File: src/rtl/moltiplicatore_seq_ctrl.sv
// Sequential shift-and-add unsigned multiplier (N x N -> 2N) with a start/ready/done handshake.
// Define MOLT_EARLY_EXIT_EN to end RUN as soon as the remaining multiplier bits are all zero.
module moltiplicatore_seq_ctrl #(
  parameter int N = 8
) (
  input  logic           clk,
  input  logic           rst_n,
  input  logic           start,
  input  logic [N-1:0]   a,
  input  logic [N-1:0]   b,
  output logic           ready,
  output logic           busy,
  output logic           done,
  output logic [2*N-1:0] ris
);

  localparam int CNT_W = $clog2(N + 1);

  typedef enum logic {IDLE, RUN} state_t;

  state_t           state, state_nxt;
  logic [2*N-1:0]   mcand, acc, acc_sum;
  logic [N-1:0]     mplr;
  logic [CNT_W-1:0] cnt;
  logic             last;

  assign acc_sum = acc + (mplr[0] ? mcand : '0);

`ifdef MOLT_EARLY_EXIT_EN
  // once no set bits remain above mplr[0] further iterations cannot change acc
  assign last = (cnt == CNT_W'(N - 1)) || ((mplr >> 1) == '0);
`else
  assign last = (cnt == CNT_W'(N - 1));
`endif

  always_ff @(posedge clk or negedge rst_n) begin
    if (!rst_n) state <= IDLE;
    else        state <= state_nxt;
  end

  always_comb begin
    state_nxt = state;
    ready     = 1'b0;
    busy      = 1'b0;
    case (state)
      IDLE: begin
        ready = 1'b1;
        if (start) state_nxt = RUN;
      end
      RUN: begin
        busy = 1'b1;
        if (last) state_nxt = IDLE;
      end
      default: state_nxt = IDLE;
    endcase
  end

  always_ff @(posedge clk or negedge rst_n) begin
    if (!rst_n) begin
      mcand <= '0;
      mplr  <= '0;
      acc   <= '0;
      cnt   <= '0;
      ris   <= '0;
      done  <= 1'b0;
    end else if (state == IDLE) begin
      done <= 1'b0;
      if (start) begin
        mcand <= {{N{1'b0}}, a};
        mplr  <= b;
        acc   <= '0;
        cnt   <= '0;
      end
    end else begin
      acc   <= acc_sum;
      mcand <= mcand << 1;
      mplr  <= mplr >> 1;
      cnt   <= cnt + CNT_W'(1);
      done  <= last;
      if (last) ris <= acc_sum;
    end
  end

endmodule

File: config.mk
export PLATFORM = sky130hd
export DESIGN_NAME = moltiplicatore_seq_ctrl
export DESIGN_NICKNAME = d
export VERILOG_FILES = /design/src/rtl/moltiplicatore_seq_ctrl.sv
export SDC_FILE = /design/constraint.sdc
export NUM_CORES = 1
export LEC_CHECK = 0
export BUFFER_PORTS_ARGS = -buffer_cell sky130_fd_sc_hd__buf_2
export CAP_MARGIN = 40
export CORE_MARGIN = 2
export CORE_UTILIZATION = 40
export DETAILED_ROUTE_END_ITERATION = 8
export HOLD_SLACK_MARGIN = 0.03
export PLACE_DENSITY = 0.65
export SYNTH_ARGS = -nofsm -noshare
export SYNTH_HDL_FRONTEND = slang
export SYNTH_SLANG_ARGS = --single-unit
File: constraint.sdc
create_clock -name clk -period 3.7 [get_ports clk]
set_input_delay 0 -clock clk [delete_from_list [all_inputs] [get_ports clk]]
set_output_delay 0 -clock clk [all_outputs]
set_load 0.03 [all_outputs]
Word level (Yosys, flattened, before mapping). Index checks and enable logic that the tools add are counted.

Bits in registers: 62. Input bits: 19. Output and inout port bits: 19.

Add/subtract/negate cells: 2. Eq/ne operators: 1. Mux-type cells: 15. Bitwise logic cells: 1. Reduce and logical (&&, ||, !) cells: 2.

Operator list (number): two-way mux 16 bit (5); adder 16 bit (1); two-way mux 8 bit (2); two-way mux 4 bit (2); two-way mux 1 bit (5); adder 4 x 1 -> 4 bit, second input constant (1); equality test 4 x 3 -> 1 bit, second input constant (1); one-hot mux 1 bit (2 select lines) (1); AND reduction 2 bit (1); nonzero test 2 bit (1); inverter 1 bit (1).

Logic depth before layout (Yosys ltp). Gate-level depths: netlist (run 1).

Depth in word-level cells: 3. Gate-level depth with buffers: 10. Gate-level depth less buffers: 9.

Worst setup path before layout (run 1). OpenSTA, ideal clock, no wires.

Kind: reg-to-reg. Start: register mplr[0]. End: register ris[14]. Data arrival time: 2.522 ns. Required time: 3.575 ns. Slack: 1.054 ns. Cell stages (with the launch flop): 11. Buffers on the path: 1. Clock period less this slack: 2.646 ns. Path through: dfrtp_1 > clkbuf_1 > and2_1 > ha_1 > fa_1 > a21o_1 > a221oi_4 > o221ai_2 > a211oi_2 > xnor2_1 > mux2_2.

Word-level cells in the longest chain between the ends: 2.

RTL lines: from (decl) (line 23) `logic [N-1:0] mplr;`; from (signal assigned) (line 77) `mplr <= mplr >> 1;`; two-way mux 16 bit (line 27) `assign acc_sum = acc + (mplr[0] ? mcand : '0);`; adder 16 bit (line 27); to (signal assigned) (line 80) `if (last) ris <= acc_sum;`; to (decl) (line 14) `output logic [2*N-1:0] ris`.

No other way between the ends. A chain may end at the register's enable or synchronous reset.

Worst setup path in the final report (run 1). Same ends and word-level chain as after synthesis.

==> metrics.cfg, run 1 <==
[final_layout]
nNetsFinal = 404
postLayoutCellArea_um2 = 3920
drive_gt1_share_pct = 19.3
regArea_um2 = 1550
multiInputGateArea_um2 = 1620
syn_to_final_growth_pct = 20.8
diodes = 0
nFillCells = 736

[yosys]
synthAdderAreaFrac_pct = 6.78
synth_top_family_by_area = compound AO/OA/AOI/OAI gates
netlist_instances = 313
synth_commonest_cells = dfrtp_1 (62), nand2_1 (51), o21ai_0 (24)
synthSimpleGateAreaFrac_pct = 13.8
synth-compound-area-share_pct = 15.9
yosysWarnings = 0
synth_edf_count = 0
ys.flop_type = dfrtp_1
yosys.area.top_type_share_pct = 47.8
yosysTopAreaCell = dfrtp_1
syn-cell-area_um2 = 3250
ys_ff_latch = 62
yosysSeqAreaShare_pct = 47.8
ys_types = 38
avgSynthCellArea_um2 = 10.4
synth-async-reset-ratio_pct = 100
synth_xor_area_share_pct = 4.59
synthesis.nets = 349
synthMuxAreaShare_pct = 9.02
synthTopCellsByArea = dfrtp_1 (48%), ha_1 (6.2%), nand2_1 (5.9%)
yosys.cell_count.top_type = dfrtp_1

[floorplanning]
pin_count = 38
die_height_um = 94.1
row_count = 32
die_area_um2 = 8850
start_util_pct = 41.6
die_x_um = 94.1
core_um2 = 7810

[critical_path]
reg2reg_setup_slack_ns = 0.83
cp-start-kind = flip-flop
cp.required_ns = 3.92
worstPathCellList = and2_1, ha_1, fa_1, a21o_1, a221oi_4, o221ai_2, a211oi_2, xnor2_1, mux2_2
timing.critical_path.slowest_cell_delay_ns = 0.53
path_buf_inv = 0
endpoint_kind = flip-flop
critPathKind = reg2reg
path_delay_family = compound AO/OA/AOI/OAI gates
critPathSlowestCell = dfrtp_1
critPathArrivalTime_ns = 3.09
cp_max_fo = 17

[routing]
vias_per_cell = 5.12
routed_wl_mm = 7.00
remaining_drc_errors = 0
vias = 2431
firstDrtPassIters = 4
wl_per_cell_um = 14.7
detail_route.iter0.violations = 123
postRouteAntennaNets = 0

[clocking]
ctsResizeCount = 0
h-tree-depth = 3
cts-buffers-inserted = 9
clk_pin_slew_ns = 0.07
hold_buffers = 17
clock_path_buffers = 2
cts-root-buf = clkbuf_8
post-cts-setup-buffers = 0
cts_tree = built
clock_sinks = 62
clkLatencyLatePin_ns = 0.34

[global_routing]
grt_usage_pct = 17.2
antenna_found_initial = 0
grt_start_max_net_pins = 59
grt_pass1_wl_mm = 11.8
overflow = 0
grt_pass1_vias = 2393

[placement]
port_buffers = 37
placedInstanceArea_um2 = 3540
place_congestion = 0.804
dp_hpwl_mm = 4.75

[timing]
worstMarginPinSlew_ns = 0.606
setup_tns_ns = 0
finalMaxSlewViolations = 0
slew_headroom_pct = 59.6
holdWs_ns = 0.180
min_period_over_period_pct = 77.5
rsz0062_at_grt = no
setup_viol = 0
skew_ns = 0.00696
period_needed_ns = 2.87
fmax_mhz = 349
finalHoldViolations = 0

[power_and_ir_drop]
powerDensity_nw_per_um2 = 741
ir_drop_mv = 0.269
p_leak_nw = 1.95

[min_path]
worstHoldPathType = in2async

[status]
status = finished clean

[run]
maxCapViolations = 0

==> kinds of logic after synthesis <==
kind of cell	Yosys count
AOI/OAI and AO/OA	73
xor gates and xnor gates	17
muxes	28
and+or+nand+nor	97
adders and majority gates	17
buffers and inverters	19
DFF	62
==> flip-flops by register name, summed over array words and instances, names as in the netlist <==
| signal | cells |
|---|---|
| acc | 16 |
| done | 1 |
| ris | 16 |
| mcand | 16 |
| state | 1 |
| mplr | 8 |
| cnt | 4 |
==> placed cells by master, fill, tap and decap left out, types with 2 or more instances in the layout <==
master / count
xnor2_1: 10
o21bai_1: 2
o21ai_0: 24
and3_1: 2
buf_4: 4
a21oi_1: 9
nand2_1: 51
nand3_1: 8
nor2_1: 10
o21ai_1: 4
o221ai_1: 2
inv_1: 3
and2_1: 18
nand4_1: 2
a21o_1: 4
xor2_1: 7
a31o_2: 2
dlygate4sd3_1: 17
a22o_1: 16
mux2_2: 10
nor2b_1: 3
clkinv_2: 2
ha_1: 16
bufinv_16: 2
clkbuf_1: 2
a31oi_1: 3
dfrtp_1: 62
buf_2: 37
clkbuf_8: 10
mux2i_1: 18
==> worst register-to-register path, cell delays in order, from the launching register on <==
cell	delay, ns
dfrtp_1	0.53
and2_1	0.21
ha_1	0.20
fa_1	0.41
a21o_1	0.22
a221oi_4	0.35
o221ai_2	0.19
a211oi_2	0.26
xnor2_1	0.11
mux2_2	0.26
==> cell type report <==
class	instances	share of cell area, %
clock buffer	12	3.70
inverter	5	0.478
timing repair buffer	58	9.82
sequential	62	39.6
tap	102	3.25
multi-input combinational	232	41.4
clock inverter	4	1.79
==> stage by stage <==
stage	std cells	total power, mW	util, %	worst slack (ns)
after detailed placement	442	2.26	45.3	0.874
after floorplan	313	1.95	-	1.05
after CTS	475	2.94	50.2	0.837
final	475	2.90	50.2	0.832
after global placement	442	2.23	45.3	0.933
after global routing	475	3.12	50.2	0.651
==> report_power, final <==
group	total, mW	switching, mW	internal (mW)
Combinational	1.14	0.689	0.447
Clock	0.654	0.258	0.396
Sequential	1.11	0.178	0.936
Total	2.90	1.13	1.78
==> layer usage <==
metal  up-vias  part of all wire, %  GRT usage, %
li1       1214                    -             -
met1      1176                   48          23.6
met2        34                   48          26.7
met3         7                  2.8          3.69
met4         0                  1.6          6.28
met5         -                    0             0
==> path summary, 6_finish.rpt <==
| path | from | depth (start not counted) | endpoint |
|---|---|---|---|
| worst max-delay path | mplr[0] | 9 | ris[14] |
| worst min-delay path | rst_n | 2 | ris[1] |
| worst max register to register | mplr[0] | 9 | ris[14] |
| worst min register to register | ris[6] | 2 | ris[6] |
| max in group asynchronous | rst_n | 3 | ris[14] |
| min in group clk | start | 2 | mcand[12] |
(Power assumes the default switching activity.)
==> inputs of run 2 (changes only) <==
--- a/config.mk
+++ b/config.mk
@@ -5,13 +5,14 @@
 export SDC_FILE = /design/constraint.sdc
 export NUM_CORES = 1
 export LEC_CHECK = 0
+export ABC_AREA = 1
 export BUFFER_PORTS_ARGS = -buffer_cell sky130_fd_sc_hd__buf_2
 export CAP_MARGIN = 40
 export CORE_MARGIN = 2
 export CORE_UTILIZATION = 40
 export DETAILED_ROUTE_END_ITERATION = 8
 export HOLD_SLACK_MARGIN = 0.03
-export PLACE_DENSITY = 0.65
+export PLACE_DENSITY = 0.67
 export SYNTH_ARGS = -nofsm -noshare
 export SYNTH_HDL_FRONTEND = slang
 export SYNTH_SLANG_ARGS = --single-unit
==> constraint.sdc (replaced) <==
create_clock -name clk -period 2.52 [get_ports clk]
set_input_delay 0 -clock clk [delete_from_list [all_inputs] [get_ports clk]]
set_output_delay 0 -clock clk [all_outputs]
set_load 0.03 [all_outputs]
==> run 2 against run 1 <==
Critical path depth rose by 3. Largest cell class unchanged. Global-route usage rose by 0.37 points. Critical endpoint is now acc[14]. Synthesized cell count rose by 45%. Sequential share of layout area fell by 2.3 points. Fmax rose by 33%. Final cell count rose by 31%. Largest power group unchanged. Register-to-register slack got worse by 0.47 ns. Synthesized area rose by 7.7%.
==> metrics.cfg, run 2 <==
[critical_path]
cp_common_cell = nand2_1
critPathKind = reg2reg
path_buf_inv = 1  ; +1
critPathSlowestCell = dfrtp_1
worstPathCellList = nand2_1, inv_1, ha_1, fa_1, nand2_1, nand2_1, nand3b_1, nand2_1, nand2_1, nand3_1, nand3_1, nand2_1
path_depth = 12  ; +3
cp.required_ns = 2.75  ; -1.17 ns
r2r_start = mplr[0]
critPathArrivalTime_ns = 2.39  ; -0.70 ns
cp_max_fo = 17  ; unchanged
cp-start-kind = flip-flop
reg2reg_setup_slack_ns = 0.36  ; -0.47 ns
endpoint_kind = flip-flop
timing.critical_path.slowest_cell_delay_ns = 0.57  ; +0.04 ns
path_delay_family = simple AND/OR/NAND/NOR gates
rr_worst_depth = 12  ; +3
timing.rr.end = acc[14]

[floorplanning]
start_util_pct = 40.7  ; -0.88 points
die_x_um = 97.5  ; +3.6%
core_um2 = 8590  ; +10%
die_area_um2 = 9510  ; +7.4%
pin_count = 38  ; unchanged
row_count = 34  ; +6.3%
die_height_um = 97.5  ; +3.6%

[yosys]
synth_commonest_cells = nand2_1 (172), inv_1 (67), dfrtp_1 (62)
yosysWarnings = 0  ; unchanged
ys_ff_latch = 62  ; unchanged
netlist_instances = 453  ; +45%
syn-cell-area_um2 = 3500  ; +7.7%
synth_edf_count = 0  ; unchanged
yosysTopAreaCell = dfrtp_1
yosys.cell_count.top_type = nand2_1
avgSynthCellArea_um2 = 7.72  ; -26%
yosysSeqAreaShare_pct = 44.3  ; -3.4 points
ys_types = 34  ; -11%
synthesis.nets = 489  ; +40%
ys.flop_type = dfrtp_1
synth-async-reset-ratio_pct = 100  ; unchanged
synthTopCellsByArea = dfrtp_1 (44%), nand2_1 (18%), inv_1 (7.2%)
yosys.area.top_type_share_pct = 44.3  ; -3.4 points

[routing]
remaining_drc_errors = 0  ; unchanged
detail_route.iter0.violations = 68  ; -45%
vias_per_cell = 4.71  ; -7.9%
wl_per_cell_um = 12.4  ; -16%
postRouteAntennaNets = 0  ; unchanged
dr_wl_met2_mm = 3.62  ; +8.1%
vias = 2937  ; +21%
wl_met3_um = 220  ; +13%
routed_wl_mm = 7.73  ; +10%
wl_met1_mm = 3.81  ; +14%
top_layer = met4
firstDrtPassIters = 4  ; unchanged

[global_routing]
grt_pass1_vias = 3037  ; +27%
grt_start_max_net_pins = 63  ; +6.8%
antenna_found_initial = 0  ; unchanged
grt_usage_pct = 17.5  ; +0.37 points
grt_pass1_wl_mm = 13.7  ; +17%
overflow = 0  ; unchanged

[power_and_ir_drop]
powerDensity_nw_per_um2 = 1060  ; +43%
switching_share_pct = 43.6  ; +4.8 points
p_int_mw = 2.49  ; +40%
pwr-share-comb_pct = 41.8  ; +2.7 points
ir_drop_mv = 0.393  ; +46%
switchingPower_mw = 1.92  ; +71%
p_leak_nw = 2.39  ; +23%
power.share.clock_pct = 20.6  ; -1.9 points
power_mw = 4.42  ; +52%
seqPwrFrac_pct = 37.5  ; -0.9 points

[timing]
fin_ws_ns = 0.363  ; -0.469 ns
fmax_mhz = 464  ; +33%
holdWs_ns = 0.342  ; +0.162 ns
finalHoldViolations = 0  ; unchanged
finalMaxSlewViolations = 0  ; unchanged
slew_headroom_pct = 48.2  ; -11 points
skew_ns = 0.0166  ; +0.00963 ns
worstMarginPinSlew_ns = 0.777  ; +0.171 ns
min_period_over_period_pct = 85.6  ; +8.1 points
rsz0062_at_grt = no
setup_viol = 0  ; unchanged
setup_tns_ns = 0  ; unchanged
period_needed_ns = 2.16  ; -0.711 ns

[placement]
place_congestion = 0.900  ; +12%
port_buffers = 37  ; unchanged
dp_cells = 589  ; +33%
dp_hpwl_mm = 5.39  ; +14%
placedInstanceArea_um2 = 3780  ; +6.8%
place_ws_ns = 0.375  ; -0.499 ns

[final_layout]
nNetsFinal = 546  ; +35%
final_common_cell = nand2_1
drive_gt1_share_pct = 16.1  ; -3.2 points
fin_cells = 623  ; +31%
reg_top3 = acc: 16 flops, mcand: 16 flops, ris: 16 flops
final_core_util_pct = 48.4  ; -1.8 points
postLayoutCellArea_um2 = 4160  ; +6.1%
syn_to_final_growth_pct = 19.0
diodes = 0  ; unchanged
final_cell_mix = nand2_1 (172), inv_1 (67), dfrtp_1 (62)

[clocking]
h-tree-depth = 3  ; unchanged
cts_tree = built
clock_path_buffers = 2  ; unchanged
clkLatencyLatePin_ns = 0.35  ; about the same
clk_pin_slew_ns = 0.08  ; about the same
clock_sinks = 62  ; unchanged
cts-root-buf = clkbuf_8
cts-buffers-inserted = 9  ; unchanged

[status]
status = finished clean

[run]
maxCapViolations = 0  ; unchanged

[min_path]
worstHoldPathType = in2async

-- run 2: cell count changes in the layout (fill, tap and decap cells not counted), sizes merged, moves of 5 or more --
cell and change:
or2 +5, xnor2 -9, inv +71, and2 -17
o22ai +7, o21ai -15, nand3 +20, mux2i -18
mux2 -10, a22o -14, a22oi +6, nand2 +130
-- run 2: metal layers --
metal	track usage (%)	vias to the layer above
met3	1.87	8
met2	28.0	51
li1	-	1527
met1	24.3	1351
met4	7.48	0
met5	0	-
-- run 2: repair_timing --
action,4_1_cts,5_1_grt
hold buffers,18,0
setup buffers,0,0
endpoints found under the setup margin,0,0
hold endpoints to repair,79,0
gates resized for setup,0,0
-- run 2: cell type report --
type	count	area, um^2
inverter	72	270
tap	108	135
clock inverter	7	80.1
multi-input combinational	304	1590
timing repair buffer	61	410
sequential	62	1550
clock buffer	9	124
fill	858	4430
-- run 2: logic make-up after synthesis --
logic type	Yosys count	share of synthesized area, %
and+or+nand+nor	238	29.6
buffers and inverters	87	10.2
DFF	62	44.3
AOI/OAI and AO/OA	44	8.26
adders and majority gates	17	6.29
xor gates and xnor gates	5	1.25
-- run 2: worst min-delay path, delay by kind of cell --
family	cells	cell delay, ns
buf+inv	3	1.20
-- run 2: worst max-delay path by stage --
stage                     slack, ns       to     from
final                          0.36  acc[14]  mplr[0]
after global routing           0.14  ris[10]  mplr[0]
after CTS                      0.35  acc[14]  mplr[0]
after detailed placement       0.38  acc[14]  mplr[0]
after global placement         0.41   ris[6]  mplr[0]
after floorplan                0.45   acc[6]  mplr[0]
-- run 2: power by group through the flow --
stage          logic [mW]  registers (mW)  clock network (mW)
2_1_floorplan        1.21            1.83                   0
3_5_place_dp         1.84            1.68                   0
3_3_place_gp         1.79            1.67                   0
5_1_grt              2.10            1.72               0.970
6_report             1.85            1.66               0.911
4_1_cts              1.87            1.66               0.934
